===== src/rtl/obi_reg_bridge_pkg.sv =====
// Shared types and constants for the OBI to register-bus bridge.
package obi_reg_bridge_pkg;

  typedef enum logic [1:0] {
    ST_IDLE   = 2'd0,
    ST_ACCESS = 2'd1,
    ST_RESP   = 2'd2
  } state_e;

  // Read data returned when a register access is abandoned for lack of ready.
  localparam logic [31:0] TIMEOUT_RDATA = 32'hBADC_AB1E;

  localparam int TIMEOUT_CNT_W = 8;

endpackage


===== src/rtl/obi_reg_bridge.sv =====
// OBI slave to simple valid/ready register-bus master, one transaction in flight,
// with a per-access ready timeout and a saturating count of timed-out accesses.
module obi_reg_bridge
  import obi_reg_bridge_pkg::*;
#(
  parameter int AW      = 32,
  parameter int DW      = 32,
  parameter int TIMEOUT = 255
) (
  input  logic                     clk_i,
  input  logic                     rst_i,
  input  logic                     obi_req_i,
  output logic                     obi_gnt_o,
  input  logic [AW-1:0]            obi_addr_i,
  input  logic                     obi_we_i,
  input  logic [DW/8-1:0]          obi_be_i,
  input  logic [DW-1:0]            obi_wdata_i,
  output logic                     obi_rvalid_o,
  output logic [DW-1:0]            obi_rdata_o,
  output logic                     obi_err_o,
  output logic                     reg_valid_o,
  output logic                     reg_write_o,
  output logic [AW-1:0]            reg_addr_o,
  output logic [DW-1:0]            reg_wdata_o,
  output logic [DW/8-1:0]          reg_wstrb_o,
  input  logic                     reg_ready_i,
  input  logic [DW-1:0]            reg_rdata_i,
  input  logic                     reg_error_i,
  output logic                     busy_o,
  output logic [TIMEOUT_CNT_W-1:0] timeout_cnt_o,
  output state_e                   dbg_state_o
);

  // Handshakes: OBI request is accepted in the cycle req & gnt are both high;
  // a register access completes in the cycle reg_valid_o & reg_ready_i are both high;
  // the OBI response is the single cycle obi_rvalid_o is high (no back-pressure).

  localparam int BW  = DW / 8;
  localparam int WCW = $clog2(TIMEOUT + 1);
  localparam logic [WCW-1:0] WAIT_LAST = WCW'(TIMEOUT - 1);

  state_e                   r_state;
  state_e                   w_state_next;
  logic                     w_accept;
  logic                     w_timeout;
  logic [AW-1:0]            r_addr;
  logic                     r_we;
  logic [BW-1:0]            r_be;
  logic [DW-1:0]            r_wdata;
  logic [DW-1:0]            r_rdata;
  logic                     r_err;
  logic [WCW-1:0]           r_wait;
  logic [TIMEOUT_CNT_W-1:0] r_timeout_cnt;

  always_comb begin
    w_state_next = r_state;
    obi_gnt_o    = 1'b0;
    w_accept     = 1'b0;
    w_timeout    = 1'b0;
    case (r_state)
      ST_IDLE: begin
        obi_gnt_o = obi_req_i;
        if (obi_req_i) begin
          w_accept     = 1'b1;
          w_state_next = ST_ACCESS;
        end
      end
      ST_ACCESS: begin
        // Ready takes priority over a timeout landing in the same cycle.
        if (reg_ready_i) begin
          w_state_next = ST_RESP;
        end else if (r_wait == WAIT_LAST) begin
          w_timeout    = 1'b1;
          w_state_next = ST_RESP;
        end
      end
      ST_RESP: w_state_next = ST_IDLE;
      default: w_state_next = ST_IDLE;
    endcase
  end

  always_ff @(posedge clk_i) begin
    if (rst_i) begin
      r_state       <= ST_IDLE;
      r_addr        <= '0;
      r_we          <= 1'b0;
      r_be          <= '0;
      r_wdata       <= '0;
      r_rdata       <= '0;
      r_err         <= 1'b0;
      r_wait        <= '0;
      r_timeout_cnt <= '0;
    end else begin
      r_state <= w_state_next;
      if (w_accept) begin
        r_addr  <= obi_addr_i;
        r_we    <= obi_we_i;
        r_be    <= obi_be_i;
        r_wdata <= obi_wdata_i;
        r_wait  <= '0;
      end
      if (r_state == ST_ACCESS) begin
        if (reg_ready_i) begin
          r_rdata <= r_we ? '0 : reg_rdata_i;
          r_err   <= reg_error_i;
        end else begin
          r_wait <= r_wait + WCW'(1);
          if (w_timeout) begin
            r_rdata <= r_we ? '0 : DW'(TIMEOUT_RDATA);
            r_err   <= 1'b1;
            if (r_timeout_cnt != '1) r_timeout_cnt <= r_timeout_cnt + 1'b1;
          end
        end
      end
    end
  end

  assign obi_rvalid_o  = (r_state == ST_RESP);
  assign obi_rdata_o   = obi_rvalid_o ? r_rdata : '0;
  assign obi_err_o     = obi_rvalid_o ? r_err : 1'b0;
  assign reg_valid_o   = (r_state == ST_ACCESS);
  assign reg_write_o   = r_we;
  assign reg_addr_o    = r_addr;
  assign reg_wdata_o   = r_wdata;
  assign reg_wstrb_o   = r_we ? r_be : '1;
  assign busy_o        = (r_state != ST_IDLE);
  assign timeout_cnt_o = r_timeout_cnt;
  assign dbg_state_o   = r_state;

endmodule


===== config.mk =====
export PLATFORM = sky130hd
export DESIGN_NAME = obi_reg_bridge
export DESIGN_NICKNAME = d
export VERILOG_FILES = /design/src/rtl/obi_reg_bridge_pkg.sv /design/src/rtl/obi_reg_bridge.sv
export SDC_FILE = /design/constraint.sdc
export NUM_CORES = 1
export LEC_CHECK = 0
export ABC_AREA = 1
export BUFFER_PORTS_ARGS = -buffer_cell sky130_fd_sc_hd__buf_4
export CORE_MARGIN = 4
export CORE_UTILIZATION = 51
export DETAILED_ROUTE_END_ITERATION = 6
export PLACE_DENSITY = 0.91
export SYNTH_ARGS = -nofsm -noshare
export SYNTH_HDL_FRONTEND = slang
export SYNTH_SLANG_ARGS = --single-unit

===== constraint.sdc =====
create_clock -name clk_i -period 3.8 [get_ports clk_i]
set_input_delay 0.19 -clock clk_i [delete_from_list [all_inputs] [get_ports clk_i]]
set_output_delay 0.19 -clock clk_i [all_outputs]
set_load 0.02 [all_outputs]

# Yosys cells after proc, flatten, opt, wreduce, memory -nomap -nowiden
# Cells that the tools add are included.
totals:
  word_cells: 46
  regBits: 120
  output_inout_bits: 116
classes:
  reduce_logical: 6
  addsub: 2
  muxes: 22
  n_eq_ne: 6
  bitwise_logic: 1
op_table:
  columns: ["cell", "n"]
  rows:
  - ["two-way mux 32 bit", 5]
  - ["two-way mux 8 bit", 3]
  - ["adder 8 x 1 -> 8 bit, second input constant", 2]
  - ["two-way mux 1 bit", 9]
  - ["== test 8 bit, second input constant", 1]
  - ["!= test 8 bit, second input constant", 1]
  - ["two-way mux 2 bit", 3]
  - ["two-way mux 4 bit", 1]
  - ["case mux 2 bit (2 select lines)", 1]
  - ["AND reduction 2 bit", 2]
  - ["AND reduction 4 bit", 1]
  - ["nonzero test 2 bit", 2]
  - ["!= test 3 x 1 -> 1 bit, second input constant", 1]
  - ["== test 2 x 1 -> 1 bit, second input constant", 1]
  - ["== test 2 bit, second input constant", 1]
  - ["logical NOT 2 bit", 1]
  - ["!= test 2 bit, second input constant", 1]
  - ["NOT 1 bit", 1]

# Logic depth before layout (Yosys ltp)
logic_depth:
  word_depth: 6
  ltp_mapped: 10
  depth_no_buf: 9

# Worst setup path after synthesis
# No wires, ideal clock.
synth_path:
  path_kind: "register to output"
  from: "register r_state[1] (netlist: dbg_state_o[1])"
  to: "output port obi_rdata_o[10]"
  t_arrival_ps: 1517
  stages_incl_launch_ff: 6
  required_ps: 3610
  path_slack_ps: 2093
  n_path_buf: 1
  path_cell_list: "dfxtp_1 > inv_2 > nor2_1 > inv_1 > buf_1 > nor2_1"
synth_between:
  elab_chain_cells: 2
synth_rtl:
  columns: ["item", "line_no", "rtl"]
  rows:
  - ["start: declaration", "obi_reg_bridge.sv:42", "state_e r_state;"]
  - ["start signal: assignment", "obi_reg_bridge.sv:94", "r_state <= w_state_next;"]
  - ["== test 2 bit", "obi_reg_bridge.sv:118", "assign obi_rvalid_o = (r_state == ST_RESP);"]
  - ["named net obi_rvalid_o", "obi_reg_bridge.sv:18", "output logic obi_rvalid_o,"]
  - ["two-way mux 32 bit", "obi_reg_bridge.sv:119", "assign obi_rdata_o = obi_rvalid_o ? r_rdata : '0;"]
  - ["end: declaration", "obi_reg_bridge.sv:19", "output logic [DW-1:0] obi_rdata_o,"]
# The timed path passes the listed nets, and every way through them passes these cells.

==> impl_metrics.yaml <==
sta:
  rsz0062_at_grt: "false"
  tightest_slew_ns: 0.9883
  period_minus_slack_ns: 2.418
  fin_skew_ns: 0.009550
  finalHoldViolCount: 0
  postLayoutSetupSlackWorst_ns: 1.382
  fmax_ghz: 0.4136
  setup_viol: 0
  slew_violations: 0
  min_period_over_period_pct: 63.63
  slew_headroom_pct: 33.95
  hold_slack_ns: 0.02404
  fin_setup_tns_ns: 0
pwr:
  ir_drop_mv: 0.2900
  swShare_pct: 27.63
  p_seq_share_pct: 40.0
  cellPowerDensity_nw_per_um2: 435.1
  p_sw_uw: 965.6
  power.internal_uw: 2529
  p_comb_share_pct: 18.3
  pwr-share-clk_pct: 41.8
  leakage_uw: 0.003572
critical_path:
  timing.rr.end: "r_rdata[31]"
  cp_max_fo: 61
  cp_slowest_cell: "nand2_2"
  worstPathRequired_ns: 4.18
  worstPathCellList: "dlygate4sd3_1, buf_4, inv_2, nand2_2, o21ai_0"
  reg2reg_depth: 7
  worst_setup_path_end_kind: "register"
  crit_type: "input port to register"
  arrival_ns: 2.79
  rrSetupSlack_ns: 1.43
  regToRegStartpoint: "dbg_state_o[1]"
  slowest_delay_ns: 0.74
  start_kind: "input port"
routing:
  ant_nets: 0
  drtIter0Drc: 403
  first_pass_iters: 6
  vias: 6029
  wl_per_cell_um: 18.10
  vias_per_cell: 5.451
  drcViolationCount: 0
  wirelength_um: 20020
floorplan:
  num_rows: 35
  dieArea_um2: 11430
  core_area_um2: 9371
  die_x_um: 106.9
  die_y_um: 106.9
  initial_core_util_pct: 53.26
  io_pins: 222
finish:
  final_cells: 1106
  insertedDiodeCount: 0
  nets: 1074
  area_delta_synth_final_pct: 60.92
  final_layout_size_suffix_gt1_share_pct: 30.40
  seqCellArea_um2: 2402
  final_util_pct: 85.70
  fill_cells: 515
  multiInputGateArea_um2: 2185
global_routing:
  grt_usage_pct: 34.67
  grt_pass1_vias: 6166
  overflow: 0
  antenna_found_initial: 0
  grt_pass1_wl_um: 31230
  grt_max_degree: 78
min_path:
  min_path_cells: 3
  min_to: "r_rdata[14]"
  hold_path_class: "input port to register"
  min_from: "reg_rdata_i[14]"
placed_design:
  place_congestion: 0.8355
  dpl.hpwl_um: 10030
  dp_cells: 991
  place_ws_ns: 1.580
  portBuffers: 221
logic_synthesis:
  synthArstFlopShare_pct: 0
  syn_area_per_cell_um2: 7.340
  yosys_warnings: 0
  syn_nets: 789
  synthDistinctLibCells: 26
  ys_seq_area_share_pct: 48.13
  synth-edff-count: 0
  synth_flop_cell: "dfxtp_1"
  netlist_area_um2: 4991
  synthCells: 680
  synth_seq_cells: 120
clock_tree:
  path_clk_slew_ns: 0.05
  tritoncts: "done"
  cts_setup_buffers: 0
  cts_max_level: 4
  ctsHoldBuffers: 84
  cts.repair.resized: 0
  cts_made_buffers: 17
  cts_root_buf: "clkbuf_8"
  cts_buffer_depth: 2
  clk_latency_ns: 0.49
  cts_sinks: 120
job:
  cap_violations: 0
status:
  status: "finished clean"
==> state kept, by name, indices dropped and copies added, names as in the netlist <==
register,flops
r_rdata,32
reg_addr_o,32
reg_wdata_o,32
r_wait,8
timeout_cnt_o,8
r_be,4
dbg_state_o,2
r_err,1
reg_write_o,1
==> layer usage <==
metal	global-route usage, %	wire [um]	share of wire, %	vias to the layer above
met5	0	0	0	-
met4	20.64	1072	5.4	0
met3	10.84	2101	10	91
li1	-	-	-	2756
met1	37.22	7036	35	2743
met2	59.62	9811	49	439
==> through the flow <==
stage | total power [uW] | instance area [um^2]
global placement | 1914 | 6651
detailed placement | 1926 | 6651
finish | 3494 | 8031
floorplan | 1688 | 4991
CTS | 3436 | 8031
global route | 3607 | 8031
==> area by class of cell <==
cell class	instances	share of cell area, %
Inverter	57	2.664
Timing Repair Buffer	309	31.50
Clock inverter	8	0.9036
Tap cell	129	2.010
Sequential cell	120	29.91
Clock buffer	23	5.811
Multi-Input combinational cell	460	27.20
==> critical path, delay by kind of cell <==
| family | cells | cell delay [ns] |
|---|---|---|
| AND/OR/NAND/NOR | 1 | 0.74 |
| AO/OA/AOI/OAI | 1 | 0.45 |
| buffers and inverters | 3 | 1.38 |
==> synthesized netlist by cell type, types with 4 or more instances <==
| master | count | area (um^2) |
|---|---|---|
| a21oi_1 | 16 | 80.08 |
| buf_1 | 5 | 18.77 |
| buf_2 | 9 | 45.04 |
| clkbuf_1 | 26 | 97.59 |
| dfxtp_1 | 120 | 2402 |
| inv_1 | 53 | 198.9 |
| nand2_1 | 47 | 176.4 |
| nand3_1 | 59 | 295.3 |
| nor2_1 | 186 | 698.2 |
| o21ai_0 | 98 | 490.5 |
| o21ai_2 | 30 | 262.8 |
| or2_2 | 4 | 25.02 |
==> kinds of logic (layout without fill, tap and decap cells) <==
family	count (synthesis)	in the layout	share of synthesized area (%)
buffers and inverters	100	397	8.197
adder cells (fa/ha/maj)	3	3	0.7521
AO/OA/AOI/OAI	147	147	17.10
flip-flops	120	120	48.13
XOR/XNOR	1	1	0.1755
AND/OR/NAND/NOR	309	309	25.65
==> power groups by stage <==
stage	Sequential [uW]	Clock [uW]	Combinational [uW]
floorplan	1480	0	208
global placement	1400	0	509
detailed placement	1410	0	517
CTS	1380	1460	590
global route	1400	1530	677
finish	1400	1460	638
==> worst max-delay path by stage <==
stage	from	to	slack, ns	cells past startpoint
after floorplan	dbg_state_o[1]	obi_rdata_o[10]	2.09	5
after global placement	rst_i	r_rdata[0]	1.64	4
after detailed placement	dbg_state_o[1]	r_rdata[6]	1.58	7
after CTS	reg_write_o	reg_wstrb_o[0]	1.51	4
after global routing	dbg_state_o[0]	r_rdata[31]	1.21	6
final	rst_i	r_rdata[31]	1.38	5
==> cells in the final DEF, fill, tap and decap left out, drive strengths merged <==
| master | n |
|---|---|
| a21oi | 16 |
| buf | 225 |
| bufinv | 1 |
| clkbuf | 23 |
| clkinv | 5 |
| clkinvlp | 3 |
| dfxtp | 120 |
| dlygate4sd3 | 84 |
| ha | 3 |
| inv | 56 |
| nand2 | 50 |
| nand3 | 59 |
| nand3b | 1 |
| nand4 | 3 |
| nor2 | 189 |
| nor3 | 2 |
| o211ai | 2 |
| o21ai | 129 |
| or2 | 5 |
| xor2 | 1 |
Note: power is estimated with default switching activity, not from simulation.
